==> src/rtl/multi_slave_bridge_if.sv <==
// CPU-side and slave-side bus of the multi-slave bridge.
// Modports: master = bridge, slave = peripherals, cpu = CPU.
interface multi_slave_bridge_if #(
  parameter int N_SLV  = 4,
  parameter int ADDR_W = 32,
  parameter int DATA_W = 32
);
  logic                      cpu_req;
  logic                      cpu_wen;
  logic [ADDR_W-1:0]         cpu_addr;
  logic [DATA_W-1:0]         cpu_wdata;
  logic [DATA_W-1:0]         cpu_rdata;
  logic                      cpu_done;
  logic                      cpu_stall;
  logic                      cpu_err;
  logic [N_SLV-1:0]          slv_sel;
  logic                      slv_wen;
  logic [ADDR_W-1:0]         slv_addr;
  logic [DATA_W-1:0]         slv_wdata;
  logic [N_SLV*DATA_W-1:0]   slv_rdata;
  logic [N_SLV-1:0]          slv_ack;

  modport master (
    input  cpu_req, cpu_wen, cpu_addr, cpu_wdata,
    output cpu_rdata, cpu_done, cpu_stall, cpu_err,
    output slv_sel, slv_wen, slv_addr, slv_wdata,
    input  slv_rdata, slv_ack
  );

  modport slave (
    input  slv_sel, slv_wen, slv_addr, slv_wdata,
    output slv_rdata, slv_ack
  );

  modport cpu (
    output cpu_req, cpu_wen, cpu_addr, cpu_wdata,
    input  cpu_rdata, cpu_done, cpu_stall, cpu_err
  );
endinterface

==> src/rtl/multi_slave_bridge.sv <==
// CPU-to-peripheral bridge: window decode, req/ack handshake with timeout, unmapped-address error.
// Optional BRIDGE_ERR_LOG_EN adds err_addr/err_cnt/err_clr error logging.
module multi_slave_bridge #(
  parameter int                      N_SLV   = 4,
  parameter int                      ADDR_W  = 32,
  parameter int                      DATA_W  = 32,
  parameter int                      TIMEOUT = 15,
  parameter logic [N_SLV*ADDR_W-1:0] BASE    = '0,
  parameter logic [N_SLV*ADDR_W-1:0] MASK    = '0
) (
  input  logic                 clk_from_cpu,
  input  logic                 rst_from_cpu,
`ifdef BRIDGE_ERR_LOG_EN
  output logic [ADDR_W-1:0]    err_addr,
  output logic [7:0]           err_cnt,
  input  logic                 err_clr,
`endif
  multi_slave_bridge_if.master bus
);

  typedef enum logic [1:0] {IDLE, REQ, RESP} state_t;

  state_t            state;
  logic [7:0]        cnt;
  logic [N_SLV-1:0]  hit_oh;
  logic              any_hit;
  logic              ack_sel;
  logic [DATA_W-1:0] rdata_sel;

  function automatic logic [7:0] sat_inc(input logic [7:0] v);
    return (v == 8'hFF) ? v : v + 8'd1;
  endfunction

  // Lowest-index window wins when windows overlap.
  always_comb begin
    hit_oh  = '0;
    any_hit = 1'b0;
    for (int i = 0; i < N_SLV; i++) begin
      if (!any_hit &&
          ((bus.cpu_addr & MASK[i*ADDR_W +: ADDR_W]) == BASE[i*ADDR_W +: ADDR_W])) begin
        hit_oh[i] = 1'b1;
        any_hit   = 1'b1;
      end
    end
  end

  always_comb begin
    rdata_sel = '0;
    for (int i = 0; i < N_SLV; i++) begin
      if (bus.slv_sel[i]) rdata_sel = bus.slv_rdata[i*DATA_W +: DATA_W];
    end
  end

  assign ack_sel       = |(bus.slv_ack & bus.slv_sel);
  assign bus.cpu_stall = bus.cpu_req & ~bus.cpu_done;

  always_ff @(posedge clk_from_cpu or posedge rst_from_cpu) begin
    if (rst_from_cpu) begin
      state         <= IDLE;
      cnt           <= '0;
      bus.slv_sel   <= '0;
      bus.slv_wen   <= 1'b0;
      bus.slv_addr  <= '0;
      bus.slv_wdata <= '0;
      bus.cpu_rdata <= '0;
      bus.cpu_done  <= 1'b0;
      bus.cpu_err   <= 1'b0;
    end else begin
      bus.cpu_done <= 1'b0;
      case (state)
        IDLE: begin
          if (bus.cpu_req) begin
            bus.slv_addr  <= bus.cpu_addr;
            bus.slv_wdata <= bus.cpu_wdata;
            bus.slv_wen   <= bus.cpu_wen & any_hit;
            cnt           <= '0;
            if (any_hit) begin
              bus.slv_sel <= hit_oh;
              state       <= REQ;
            end else begin
              bus.cpu_rdata <= '0;
              bus.cpu_err   <= 1'b1;
              bus.cpu_done  <= 1'b1;
              state         <= RESP;
            end
          end
        end
        REQ: begin
          // An ack arriving on the last allowed cycle still completes without error.
          if (ack_sel) begin
            bus.cpu_rdata <= bus.slv_wen ? '0 : rdata_sel;
            bus.cpu_err   <= 1'b0;
            bus.cpu_done  <= 1'b1;
            bus.slv_sel   <= '0;
            bus.slv_wen   <= 1'b0;
            cnt           <= '0;
            state         <= RESP;
          end else if (cnt == 8'(TIMEOUT - 1)) begin
            bus.cpu_rdata <= '1;
            bus.cpu_err   <= 1'b1;
            bus.cpu_done  <= 1'b1;
            bus.slv_sel   <= '0;
            bus.slv_wen   <= 1'b0;
            cnt           <= '0;
            state         <= RESP;
          end else begin
            cnt <= cnt + 8'd1;
          end
        end
        RESP: begin
          bus.slv_sel <= '0;
          cnt         <= '0;
          state       <= IDLE;
        end
        default: state <= IDLE;
      endcase
    end
  end

`ifdef BRIDGE_ERR_LOG_EN
  // Logged during the done cycle; slv_addr still holds the failing address then.
  always_ff @(posedge clk_from_cpu or posedge rst_from_cpu) begin
    if (rst_from_cpu) begin
      err_addr <= '0;
      err_cnt  <= '0;
    end else if (err_clr) begin
      err_addr <= '0;
      err_cnt  <= '0;
    end else if (bus.cpu_done && bus.cpu_err) begin
      err_addr <= bus.slv_addr;
      err_cnt  <= sat_inc(err_cnt);
    end
  end
`endif

endmodule

==> src/flat_wrapper.sv <==
// flat-port wrapper written by rule: the top's interface ports become plain ports
module multi_slave_bridge_flat 
#(
  parameter int                      N_SLV   = 4,
  parameter int                      ADDR_W  = 32,
  parameter int                      DATA_W  = 32,
  parameter int                      TIMEOUT = 15,
  parameter logic [N_SLV*ADDR_W-1:0] BASE    = '0,
  parameter logic [N_SLV*ADDR_W-1:0] MASK    = '0
)
  (clk_from_cpu, rst_from_cpu, bus_cpu_req, bus_cpu_wen, bus_cpu_addr, bus_cpu_wdata, bus_cpu_rdata, bus_cpu_done, bus_cpu_stall, bus_cpu_err, bus_slv_sel, bus_slv_wen, bus_slv_addr, bus_slv_wdata, bus_slv_rdata, bus_slv_ack);
  multi_slave_bridge_if #(.N_SLV(N_SLV), .ADDR_W(ADDR_W), .DATA_W(DATA_W)) bus_i ();
  input  logic clk_from_cpu;
  input  logic rst_from_cpu;
  input wire logic [$bits(bus_i.cpu_req)-1:0] bus_cpu_req;
  input wire logic [$bits(bus_i.cpu_wen)-1:0] bus_cpu_wen;
  input wire logic [$bits(bus_i.cpu_addr)-1:0] bus_cpu_addr;
  input wire logic [$bits(bus_i.cpu_wdata)-1:0] bus_cpu_wdata;
  output wire logic [$bits(bus_i.cpu_rdata)-1:0] bus_cpu_rdata;
  output wire logic [$bits(bus_i.cpu_done)-1:0] bus_cpu_done;
  output wire logic [$bits(bus_i.cpu_stall)-1:0] bus_cpu_stall;
  output wire logic [$bits(bus_i.cpu_err)-1:0] bus_cpu_err;
  output wire logic [$bits(bus_i.slv_sel)-1:0] bus_slv_sel;
  output wire logic [$bits(bus_i.slv_wen)-1:0] bus_slv_wen;
  output wire logic [$bits(bus_i.slv_addr)-1:0] bus_slv_addr;
  output wire logic [$bits(bus_i.slv_wdata)-1:0] bus_slv_wdata;
  input wire logic [$bits(bus_i.slv_rdata)-1:0] bus_slv_rdata;
  input wire logic [$bits(bus_i.slv_ack)-1:0] bus_slv_ack;
  assign bus_i.cpu_req = bus_cpu_req;
  assign bus_i.cpu_wen = bus_cpu_wen;
  assign bus_i.cpu_addr = bus_cpu_addr;
  assign bus_i.cpu_wdata = bus_cpu_wdata;
  assign bus_cpu_rdata = bus_i.cpu_rdata;
  assign bus_cpu_done = bus_i.cpu_done;
  assign bus_cpu_stall = bus_i.cpu_stall;
  assign bus_cpu_err = bus_i.cpu_err;
  assign bus_slv_sel = bus_i.slv_sel;
  assign bus_slv_wen = bus_i.slv_wen;
  assign bus_slv_addr = bus_i.slv_addr;
  assign bus_slv_wdata = bus_i.slv_wdata;
  assign bus_i.slv_rdata = bus_slv_rdata;
  assign bus_i.slv_ack = bus_slv_ack;
  multi_slave_bridge #(.N_SLV(N_SLV), .ADDR_W(ADDR_W), .DATA_W(DATA_W), .TIMEOUT(TIMEOUT), .BASE(BASE), .MASK(MASK)) u_core (.clk_from_cpu(clk_from_cpu), .rst_from_cpu(rst_from_cpu), .bus(bus_i));
endmodule
==> config.mk <==
export PLATFORM = sky130hd
export DESIGN_NAME = multi_slave_bridge_flat
export DESIGN_NICKNAME = d
export VERILOG_FILES = /design/src/rtl/multi_slave_bridge_if.sv /design/src/rtl/multi_slave_bridge.sv /design/src/flat_wrapper.sv
export SDC_FILE = /design/constraint.sdc
export NUM_CORES = 1
export LEC_CHECK = 0
export BUFFER_PORTS_ARGS = -buffer_cell sky130_fd_sc_hd__buf_2
export CORE_AREA = 3 3 116 118
export CTS_BUF_LIST = sky130_fd_sc_hd__clkbuf_2
export CTS_CLUSTER_SIZE = 20
export DETAILED_ROUTE_END_ITERATION = 7
export DIE_AREA = 0 0 119 121
export PLACE_DENSITY = 0.73
export SLEW_MARGIN = 20
export SYNTH_ARGS = -nofsm -noshare
export SYNTH_HDL_FRONTEND = slang
export SYNTH_SLANG_ARGS = --single-unit
==> constraint.sdc <==
create_clock -name clk_from_cpu -period 3.61 [get_ports clk_from_cpu]
set_input_delay 0.5415 -clock clk_from_cpu [delete_from_list [all_inputs] [get_ports clk_from_cpu]]
set_output_delay 0.5415 -clock clk_from_cpu [all_outputs]
set_load 0.05 [all_outputs]
==> summary.txt, run 1 <==
Cts bufs inserted - 9
Multi-input logic area - 1670 µm²
Area grow syn2layout - 26.9%
Post-synthesis sequential area ratio - 60.5%
CTS tree - yes
Place WS - 1.37 ns
Int Pwr - 2.97 mW
Fillers - 1169
Final setup vio count - 0
Max Cap Viol - 0
CP Capture Type - register
RSZ-0062 raised after global routing - no
Initial antenna violation count - 1
Netlist Area Pre-Place - 4550 µm²
Arrival time worst endpoint - 2.77 ns
Final Skew - 0.0247 ns
RD Place Congestion - 0.778
CP Max Fanout - 32
H-tree levels - 3
Most frequent cells in the layout - 201 x buf_2, 110 x dfrtp_1, 64 x mux2_2
Setup Total Neg Slack - 0 ns
Comb pwr share - 60.1%
DRC viols - 0
Max_slew headroom - 33.8%
Worst setup margin - 1.32 ns
Fin nets - 732
Die width - 119 µm
Antenna-violating nets left - 0
Commonest non-fill, non-tap cell in the layout - buf_2
Post-CTS Resized - 0
XOR/XNOR share of the synthesized area - 0.385%
Synth Register Bits - 110
Switching power - 3.51 mW
Clock sink count - 110
GRT overflow - 0
Vias/cell - 4.68
Area of the core - 12600 µm²
Placed cell area - 5690 µm²
Fmax - 438 MHz
Area fraction in compound gates after synthesis - 13.7%
Largest family of logic cells by synthesized area - multiplexers
Outcome - finished clean
Drt total wl - 10.6 mm
Final std cells w/o fill - 703
Dpl hpwl - 7.94 mm
Cell variety after synth - 38
Sw frac - 54.2%
Crit path required time - 4.10 ns
# rows - 41
Post-route cell area - 5770 µm²
Synth Warn # - 0
Actual slew at the worst max-slew pin - 0.986 ns
Final period utilization - 63.3%
Placed cell count - 687
Largest net degree at the start of global routing - 89
Synth Area in Simple Gates - 4.34%
Kind of critical path - register to register
Adder-Cell Fraction of Synth Area - 1.65%
Critical R2R Launch - u_core.state[0]$_DFFE_PP0P_
DRT iter0 DRCs - 212
Layout cell share with drive strength beyond 1 - 55.1%
Crit path launch type - register
Worst setup path startpoint - u_core.state[0]$_DFFE_PP0P_
Longest Clk Path Bufs - 2
Gate Count Post-Synth - 329
First-pass iteration count of the detailed router - 4
Final Hold Viols - 0
Gr usage total - 14.4%
Leakage - 2.83 nW
Clock slew at reported path FFs - 0.28 ns
Power per cell area - 1120 nW/µm²
Root Driver - clkbuf_2
Post-Syn Area per Cell - 13.8 µm²
Via count - 3291
Die height - 121 µm
WL per Instance - 15.1 µm
Clock Power Share - 7.4%
Top Ports - 304
Proportion of power drawn by flip-flops and latches - 32.5%
Clk Latency, worst-skew pair - 0.58 ns
Peak supply drop - 0.565 mV
Slew Viols, Final - 0
Fin crit period - 2.29 ns
Hold_buf cts - 0
Vias in the first global route - 3412
Worst Hold Class - input port to async pin
Port bufs - 201
Mux share of post-synthesis cell area - 16.1%
Die ar. - 14400 µm²
Reg area - 2750 µm²
Post-CTS Setup Bufs - 0
Final core occ - 45.9%
Starting Density - 36.2%
First-pass GRT wire length - 16.5 mm
## sequential cells by signal (all words and copies together), names as in the netlist
register              count
u_core.bus.cpu_rdata     32
u_core.bus.slv_addr      32
u_core.bus.slv_wdata     32
u_core.cnt                8
u_core.state              2
u_core.bus.cpu_done       1
u_core.bus.cpu_err        1
u_core.bus.slv_sel        1
u_core.bus.slv_wen        1
## power by group through the flow
stage | clock network [mW] | registers [mW] | logic, mW
after floorplan | 0 | 4.13 | 1.03
after global placement | 0 | 2.11 | 3.87
after detailed placement | 0 | 2.14 | 3.94
after CTS | 0.514 | 2.11 | 3.94
after global routing | 0.570 | 2.19 | 4.08
final | 0.479 | 2.11 | 3.90
## kinds of logic after synthesis
group / Yosys count
multiplexers: 65
AO/OA/AOI/OAI: 83
other: 1
buffers and inverters: 26
AND/OR/NAND/NOR: 36
adder cells (fa/ha/maj): 6
flip-flops: 110
XOR/XNOR: 2
## cell usage after synthesis
cell,n,area share [%]
nor3b_2,1,0.27
mux2_1,1,0.25
nor4_1,1,0.14
a21boi_1,1,0.16
buf_6,4,0.99
dfrtp_1,110,60
or2_0,1,0.14
o21a_1,2,0.33
nand3_1,5,0.55
a21oi_1,35,3.8
a22oi_2,1,0.27
o22ai_1,1,0.14
o21ai_0,3,0.33
xnor2_1,2,0.38
conb_1,1,0.082
mux2_2,64,16
nand4b_1,1,0.19
buf_2,8,0.88
nor2b_2,1,0.19
a21boi_4,1,0.41
nand2b_1,1,0.14
o21ai_1,2,0.22
o311ai_1,2,0.38
o31ai_1,1,0.16
inv_1,5,0.41
o21ba_1,32,7.0
nor2b_1,2,0.27
and4bb_4,1,0.36
nor2_1,6,0.49
nor3_1,1,0.11
or2_2,1,0.14
nor4_2,1,0.27
o2bb2ai_1,1,0.19
buf_4,3,0.49
a21bo_2,1,0.22
nand2_1,13,1.1
ha_1,6,1.6
clkbuf_1,6,0.49
## cell type report
class	instances	share of cell area (%)
diodes	1	0.0433
repair buffers	205	17.9
inverters	5	0.412
well taps	172	3.73
flip-flops and latches	110	47.7
clock buffers	11	0.953
multi-input cells	195	28.8
clock inverters	4	0.412
## stage by stage
stage                     hold WS [ns]  power (mW)
after global routing            0.0104        6.83
after CTS                       0.0813        6.57
after floorplan                  0.503        5.16
after detailed placement         0.484        6.08
final                           0.0490        6.49
after global placement           0.476        5.98
## worst max-delay path: stages, from the launching register on
cell and delay (ns):
dfrtp_1 0.47, inv_1 0.09, ha_1 0.26, nand2_2 0.49
buf_4 0.48, mux2_2 0.39
## routing by layer
| layer | part of all wire, % | vias up | track usage [%] |
|---|---|---|---|
| met2 | 51 | 128 | 24.8 |
| met5 | 0 | - | 0 |
| met3 | 6.6 | 16 | 4.52 |
| met4 | 2.0 | 0 | 5.58 |
| li1 | - | 1543 | - |
| met1 | 40 | 1604 | 16.9 |
## path summary, 6_finish.rpt
kind                                                   endpoint  slack [ns]  cells past startpoint
setup / recovery             u_core.bus.slv_addr[8]$_DFFE_PP0P_        1.32                      5
hold / removal              u_core.bus.slv_wdata[6]$_DFFE_PP0P_        0.05                      2
setup reg to reg             u_core.bus.slv_addr[8]$_DFFE_PP0P_        1.32                      5
hold reg to reg             u_core.bus.cpu_rdata[9]$_DFFE_PP0P_        0.53                      1
max in group asynchronous  u_core.bus.slv_wdata[11]$_DFFE_PP0P_        2.72                      3
min in group clk_from_cpu   u_core.bus.slv_addr[27]$_DFFE_PP0P_        0.15                      2
(Power assumes the default switching activity.)
==> inputs of run 2 (changes only) <==
CORE_AREA = 3 3 117 119   (was 3 3 116 118)
DIE_AREA = 0 0 120 122   (was 0 0 119 121)
PLACE_DENSITY = 0.7   (was 0.73)
clock period = 2.2 ns   (was 3.61 ns; I/O delays follow)
==> summary.txt, run 2 (synthesized netlist as in run 1, its figures left out) <==
Outcome - finished clean
Largest net degree at the start of global routing - 47 (-47%)
Die width - 120 µm (+0.84%)
RSZ-0062 raised after global routing - no
DRC viols - 0 (unchanged)
Setup Total Neg Slack - 0 ns (unchanged)
Die ar. - 14600 µm² (+1.7%)
H-tree levels - 3 (unchanged)
Slowest CP cell - dfrtp_1
Initial antenna violation count - 0 (-1)
Antenna Cells - 0 (-1)
Worst hold slack - 0.0735 ns (+0.0245 ns)
Placed cell count - 699 (+1.7%)
Max Cap Viol - 0 (unchanged)
Final std cells w/o fill - 783 (+11%)
Via count - 3641 (+11%)
Starting Density - 35.9% (-0.29 points)
Final Skew - 0.0208 ns (-0.00385 ns)
Dpl hpwl - 8.27 mm (+4.2%)
Post-CTS Setup Bufs - 0 (unchanged)
DRT iter0 DRCs - 114 (-46%)
Hold_buf cts - 72 (+72)
Place WS - 0.353 ns (-1.01 ns)
GRT overflow - 0 (unchanged)
Worst setup margin - 0.331 ns (-0.994 ns)
Fin crit period - 1.87 ns (-0.416 ns)
Leakage - 3.20 nW (+13%)
Cts bufs inserted - 9 (unchanged)
Final setup vio count - 0 (unchanged)
Antenna-violating nets left - 0 (unchanged)
Placed cell area - 5820 µm² (+2.3%)
Drt total wl - 12.2 mm (+14%)
Worst Hold Class - input port to register
Final period utilization - 85.0% (+22 points)
Max_slew headroom - 58.2% (+24 points)
Area of the core - 12700 µm² (+0.82%)
Commonest non-fill, non-tap cell in the layout - buf_2
Post-route cell area - 6600 µm² (+14%)
RD Place Congestion - 0.764 (-1.9%)
Clk Latency, worst-skew pair - 0.59 ns (about the same)
# rows - 41 (unchanged)
Top flop regs - u_core.bus.cpu_rdata: 32 flops, u_core.bus.slv_addr: 32 flops, u_core.bus.slv_wdata: 32 flops
Clock sink count - 110 (unchanged)
Kind of critical path - register to register
Crit path launch type - register
Fmax - 535 MHz (+22%)
Buf/Inv on CP - 1 (-1)
Clock slew at reported path FFs - 0.25 ns (-0.03 ns)
Final Hold Viols - 0 (unchanged)
WL per Instance - 15.5 µm (+2.6%)
Final core occ - 52.1% (+6.2 points)
Total Power - 10.8 mW (+67%)
Power per cell area - 1640 nW/µm² (+46%)
Top Ports - 304 (unchanged)
Fin nets - 816 (+11%)
Arrival time worst endpoint - 2.38 ns (-0.39 ns)
CP cell instances - inv_1 -> ha_1 -> a21boi_1 -> a21boi_4 -> nand2_1 -> o311ai_1
Die height - 122 µm (+0.83%)
Worst path max stage delay - 0.45 ns (-0.04 ns)
First-pass GRT wire length - 19.2 mm (+16%)
Area grow syn2layout - 45.1%
Port bufs - 201 (unchanged)
CTS tree - yes
First-pass iteration count of the detailed router - 4 (unchanged)
Post-CTS Resized - 0 (unchanged)
Peak supply drop - 1.15 mV (+100%)
CP Capture Type - register
Worst path top cell family by delay - compound AO/OA/AOI/OAI gates
Root Driver - clkbuf_2
Crit path required time - 2.71 ns (-1.39 ns)
Layout cell share with drive strength beyond 1 - 49.6% (-5.5 points)
Slew Viols, Final - 0 (unchanged)
Vias/cell - 4.65 (-0.67%)
Actual slew at the worst max-slew pin - 0.626 ns (-0.360 ns)
CP Max Fanout - 6 (-81%)
Fillers - 1111 (-5.0%)
Gr usage total - 16.7% (+2.2 points)
Longest Clk Path Bufs - 2 (unchanged)
Most frequent cells in the layout - 201 x buf_2, 110 x dfrtp_1, 72 x dlygate4sd3_1
Vias in the first global route - 3909 (+15%)
## run 2: cell types whose count changed in the layout (fill, tap and decap cells not counted), sizes merged
| cell | previous run | this run |
|---|---|---|
| buf | 205 | 217 |
| clkbuf | 11 | 10 |
| clkinv | 3 | 2 |
| diode | 1 | 0 |
| dlygate4sd3 | 0 | 72 |
| inv | 5 | 4 |
## run 2: layout make-up
cell class | instances | area, µm² | area share, %
Multi-Input combinational cell | 195 | 1670 | 25.2
Inverter | 5 | 22.5 | 0.341
Clock buffer | 10 | 50.0 | 0.758
Timing Repair Buffer | 289 | 1880 | 28.5
Sequential cell | 110 | 2750 | 41.7
Tap cell | 172 | 215 | 3.26
Clock inverter | 2 | 13.8 | 0.208
## run 2: metal layers
metal  track usage, %  share of wire (%)  up-vias
met4             8.59                2.9        0
li1                 -                  -     1707
met5                0                  0        -
met2             29.2                 51      131
met1             19.0                 40     1780
met3             3.90                6.5       23
## run 2: where the power goes
group	leakage, nW	total [mW]	switching [mW]	internal, mW
clock	0.0496	0.736	0.606	0.130
sequential	1.30	3.48	0.512	2.97
combinational	1.86	6.63	4.69	1.94
## run 2: worst reg2reg max path, cell delays in order (launching register included)
cell and delay [ns]:
dfrtp_1 0.45, inv_1 0.13, ha_1 0.29, a21boi_1 0.22, a21boi_4 0.28, nand2_1 0.14
o311ai_1 0.28
## run 2: worst paths after layout
path,slack [ns],end,from,cells after the start
min in group asynchronous,0.35,u_core.bus.cpu_rdata[11]$_DFFE_PP0P_,rst_from_cpu,3
min,0.07,u_core.bus.cpu_rdata[12]$_DFFE_PP0P_,bus_slv_rdata[12],3
max reg2reg,0.33,u_core.cnt[4]$_DFFE_PP0P_,u_core.state[1]$_DFFE_PP0P_,6
min reg2reg,0.53,u_core.bus.cpu_err$_DFFE_PP0P_,u_core.bus.cpu_err$_DFFE_PP0P_,1
max,0.33,u_core.cnt[4]$_DFFE_PP0P_,u_core.state[1]$_DFFE_PP0P_,6
max in group asynchronous,1.24,u_core.bus.slv_addr[15]$_DFFE_PP0P_,rst_from_cpu,4
==> inputs of run 3 (changes only) <==
ABC_AREA = 1   (was not set)
clock period = 1.9 ns   (was 2.2 ns; I/O delays follow)
==> summary.txt, run 3 <==
Root Driver - clkbuf_2
GRT overflow - 0 (unchanged)
Final period utilization - 89.7% (+4.8 points)
Max_slew headroom - 60.1% (+2.0 points)
Number of enable flip-flop cells after synthesis - 0 (unchanged)
Die height - 122 µm (unchanged)
WL per Instance - 13.6 µm (-13%)
Post-Syn Area per Cell - 8.72 µm² (-37%)
Worst R2R End - u_core.cnt[5]$_DFFE_PP0P_
Fin nets - 1021 (+25%)
Final setup vio count - 0 (unchanged)
Synth Register Bits - 110 (unchanged)
Fin crit period - 1.70 ns (-0.164 ns)
Vias/cell - 4.48 (-3.7%)
Mux share of post-synthesis cell area - 0% (-16 points)
Die width - 120 µm (unchanged)
Placed cell count - 878 (+26%)
Max Cap Viol - 0 (unchanged)
Critical R2R Launch - u_core.state[0]$_DFFE_PP0P_
Leakage - 3.70 nW (+16%)
Cts bufs inserted - 9 (unchanged)
Worst Hold Class - input port to register
Adder-Cell Fraction of Synth Area - 1.65% (about the same)
Setup slack, reg-to-reg - 0.20 ns (-0.14 ns)
Via count - 4441 (+22%)
Vias in the first global route - 4451 (+14%)
Hold Startpoint - bus_slv_ack[0]
Netlist Area Pre-Place - 4550 µm² (about the same)
RSZ-0062 raised after global routing - no
Clock sink count - 110 (unchanged)
Most common cell in the netlist - nand2_1
Outcome - finished clean
Slew Viols, Final - 0 (unchanged)
Setup Total Neg Slack - 0 ns (unchanged)
Largest net degree at the start of global routing - 63 (+34%)
Drt total wl - 13.5 mm (+11%)
Power per cell area - 1830 nW/µm² (+12%)
Layout cell share with drive strength beyond 1 - 31.0% (-19 points)
XOR/XNOR share of the synthesized area - 0.577% (+0.19 points)
Cell variety after synth - 22 (-42%)
Area fraction in compound gates after synthesis - 3.96% (-9.8 points)
Kind of critical path - register to register
Starting Density - 35.9% (about the same)
Fillers - 1115 (+0.36%)
Post-CTS Setup Bufs - 0 (unchanged)
Synth Area in Simple Gates - 28.1% (+24 points)
CP Capture Type - register
H-tree levels - 3 (unchanged)
Main area contributors after synthesis - dfrtp_1 60%, nand2_1 18%, nor2_1 5.0%
First-pass GRT wire length - 21.9 mm (+14%)
CTS tree - yes
Final std cells w/o fill - 992 (+27%)
Commonest non-fill, non-tap cell in the layout - nand2_1
# rows - 41 (unchanged)
Synth Warn # - 0 (unchanged)
Longest Clk Path Bufs - 2 (unchanged)
RD Place Congestion - 0.752 (-1.5%)
Gr usage total - 18.6% (+1.9 points)
Hold Path Cell Cnt - 4 (+1)
Clock slew at reported path FFs - 0.25 ns (about the same)
Die ar. - 14600 µm² (unchanged)
Antenna Cells - 0 (unchanged)
Dpl hpwl - 8.02 mm (-3.0%)
Arrival time worst endpoint - 2.24 ns (-0.14 ns)
Area leader, netlist - dfrtp_1
Area grow syn2layout - 50.0%
Antenna-violating nets left - 0 (unchanged)
Commonest cells post-synth - 221 x nand2_1, 110 x dfrtp_1, 61 x nor2_1
DRC viols - 0 (unchanged)
Most frequent cells in the layout - 220 x nand2_1, 201 x buf_2, 110 x dfrtp_1
Reg2Reg Depth - 9 (+3)
Largest family of logic cells by synthesized area - simple AND/OR/NAND/NOR gates
Final Hold Viols - 0 (unchanged)
DRT iter0 DRCs - 212 (+86%)
Top flop regs - u_core.bus.cpu_rdata: 32 flops, u_core.bus.slv_addr: 32 flops, u_core.bus.slv_wdata: 32 flops
Peak supply drop - 1.12 mV (-2.7%)
Initial antenna violation count - 0 (unchanged)
Crit path required time - 2.44 ns (-0.27 ns)
Yosys top cell area share - 60.5% (about the same)
Crit path launch type - register
Hold Path Sink - u_core.bus.cpu_err$_DFFE_PP0P_
Clk Latency, worst-skew pair - 0.59 ns (about the same)
Fmax - 587 MHz (+9.6%)
Post-synthesis sequential area ratio - 60.5% (about the same)
Gate Count Post-Synth - 522 (+59%)
First-pass iteration count of the detailed router - 4 (unchanged)
Final Skew - 0.0210 ns (+0.000133 ns)
Asr flop ratio synth - 100% (unchanged)
Port bufs - 201 (unchanged)
Post-synth top flop - dfrtp_1
CP Max Fanout - 7 (+1)
Actual slew at the worst max-slew pin - 0.598 ns (-0.0281 ns)
Top Ports - 304 (unchanged)
Area of the core - 12700 µm² (unchanged)
## run 3: cell types whose count changed after synthesis, moves of 8 or more
cell / before / now
buf_1: 0 / 8
mux2_2: 64 / 0
nor2_2: 0 / 21
nand2_1: 13 / 221
nor2_1: 6 / 61
o21ba_1: 32 / 0
inv_1: 5 / 19
## run 3: kinds of logic (layout without fill, tap and decap cells)
group           after synthesis  count (layout)
compound gates               36              36
simple gates                319             319
fa+ha+maj                     6               6
xor+xnor                      3               3
other cells                   1               3
buf+inv                      47             343
flops                       110             110
## run 3: repair_timing
item,4_1_cts,5_1_grt
hold buffers,98,0
resized for setup,0,2
endpoints found under the setup margin,0,3
endpoints found under the hold margin,207,0
## run 3: power by group
part | leakage, nW | internal, mW | switching, mW
Clock | 0.0833 | 0.438 | 0.729
Sequential | 1.34 | 3.40 | 0.609
Combinational | 2.27 | 1.68 | 5.68
Total | 3.70 | 5.51 | 7.02
## run 3: per-stage QoR
stage / cell area, µm² / utilization (%) / hold slack [ns] / worst slack [ns] / total power, mW
after global routing: 6830 / 53.9 / 0.0718 / 0.0338 / 13.3
final: 6830 / 53.9 / 0.115 / 0.196 / 12.5
after global placement: 5720 / 45.1 / 0.412 / 0.256 / 11.1
after floorplan: 4560 / - / 0.395 / 0.286 / 9.48
after CTS: 6830 / 53.9 / 0.0353 / 0.150 / 12.6
after detailed placement: 5720 / 45.1 / 0.411 / 0.223 / 11.2
## run 3: how the worst max path moves through the flow
stage / startpoint / endpoint / slack [ns] / cells after the start
after floorplan: rst_from_cpu / u_core.bus.cpu_done$_DFF_PP0_ / 0.29 / 1
after global placement: u_core.state[0]$_DFFE_PP0P_ / u_core.cnt[6]$_DFFE_PP0P_ / 0.26 / 9
after detailed placement: u_core.state[0]$_DFFE_PP0P_ / u_core.cnt[6]$_DFFE_PP0P_ / 0.22 / 9
after CTS: u_core.bus.cpu_done$_DFF_PP0_ / bus_cpu_stall / 0.15 / 2
after global routing: u_core.state[0]$_DFFE_PP0P_ / u_core.cnt[5]$_DFFE_PP0P_ / 0.03 / 9
final: u_core.state[0]$_DFFE_PP0P_ / u_core.cnt[5]$_DFFE_PP0P_ / 0.20 / 9
## run 3: final cells by class
class | instances | area, µm² | area share (%)
clock buffer | 11 | 55.1 | 0.806
clock inverter | 5 | 73.8 | 1.08
inverter | 20 | 81.3 | 1.19
multi-input combinational | 367 | 1580 | 23.2
sequential | 110 | 2750 | 40.3
tap | 172 | 215 | 3.15
timing repair buffer | 307 | 2070 | 30.3
## run 3: metal layers
metal  vias to the layer above  global-route usage (%)  routed length [µm]
met5                         -                       0                   0
met4                         0                    8.23                 363
met3                        27                    6.08                1230
met2                       192                    30.3                6340
met1                      2049                    22.5                5520
li1                       2173                       -                   -
## run 3: worst max-delay path, stage by stage (launching register included)
cell and delay [ns]:
dfrtp_1 0.46, inv_1 0.08, ha_1 0.23, nand2_1 0.21
nand2_1 0.16, nor2_1 0.23, nand3_1 0.10, nand2_1 0.07
nand2_1 0.04, nor2_1 0.08
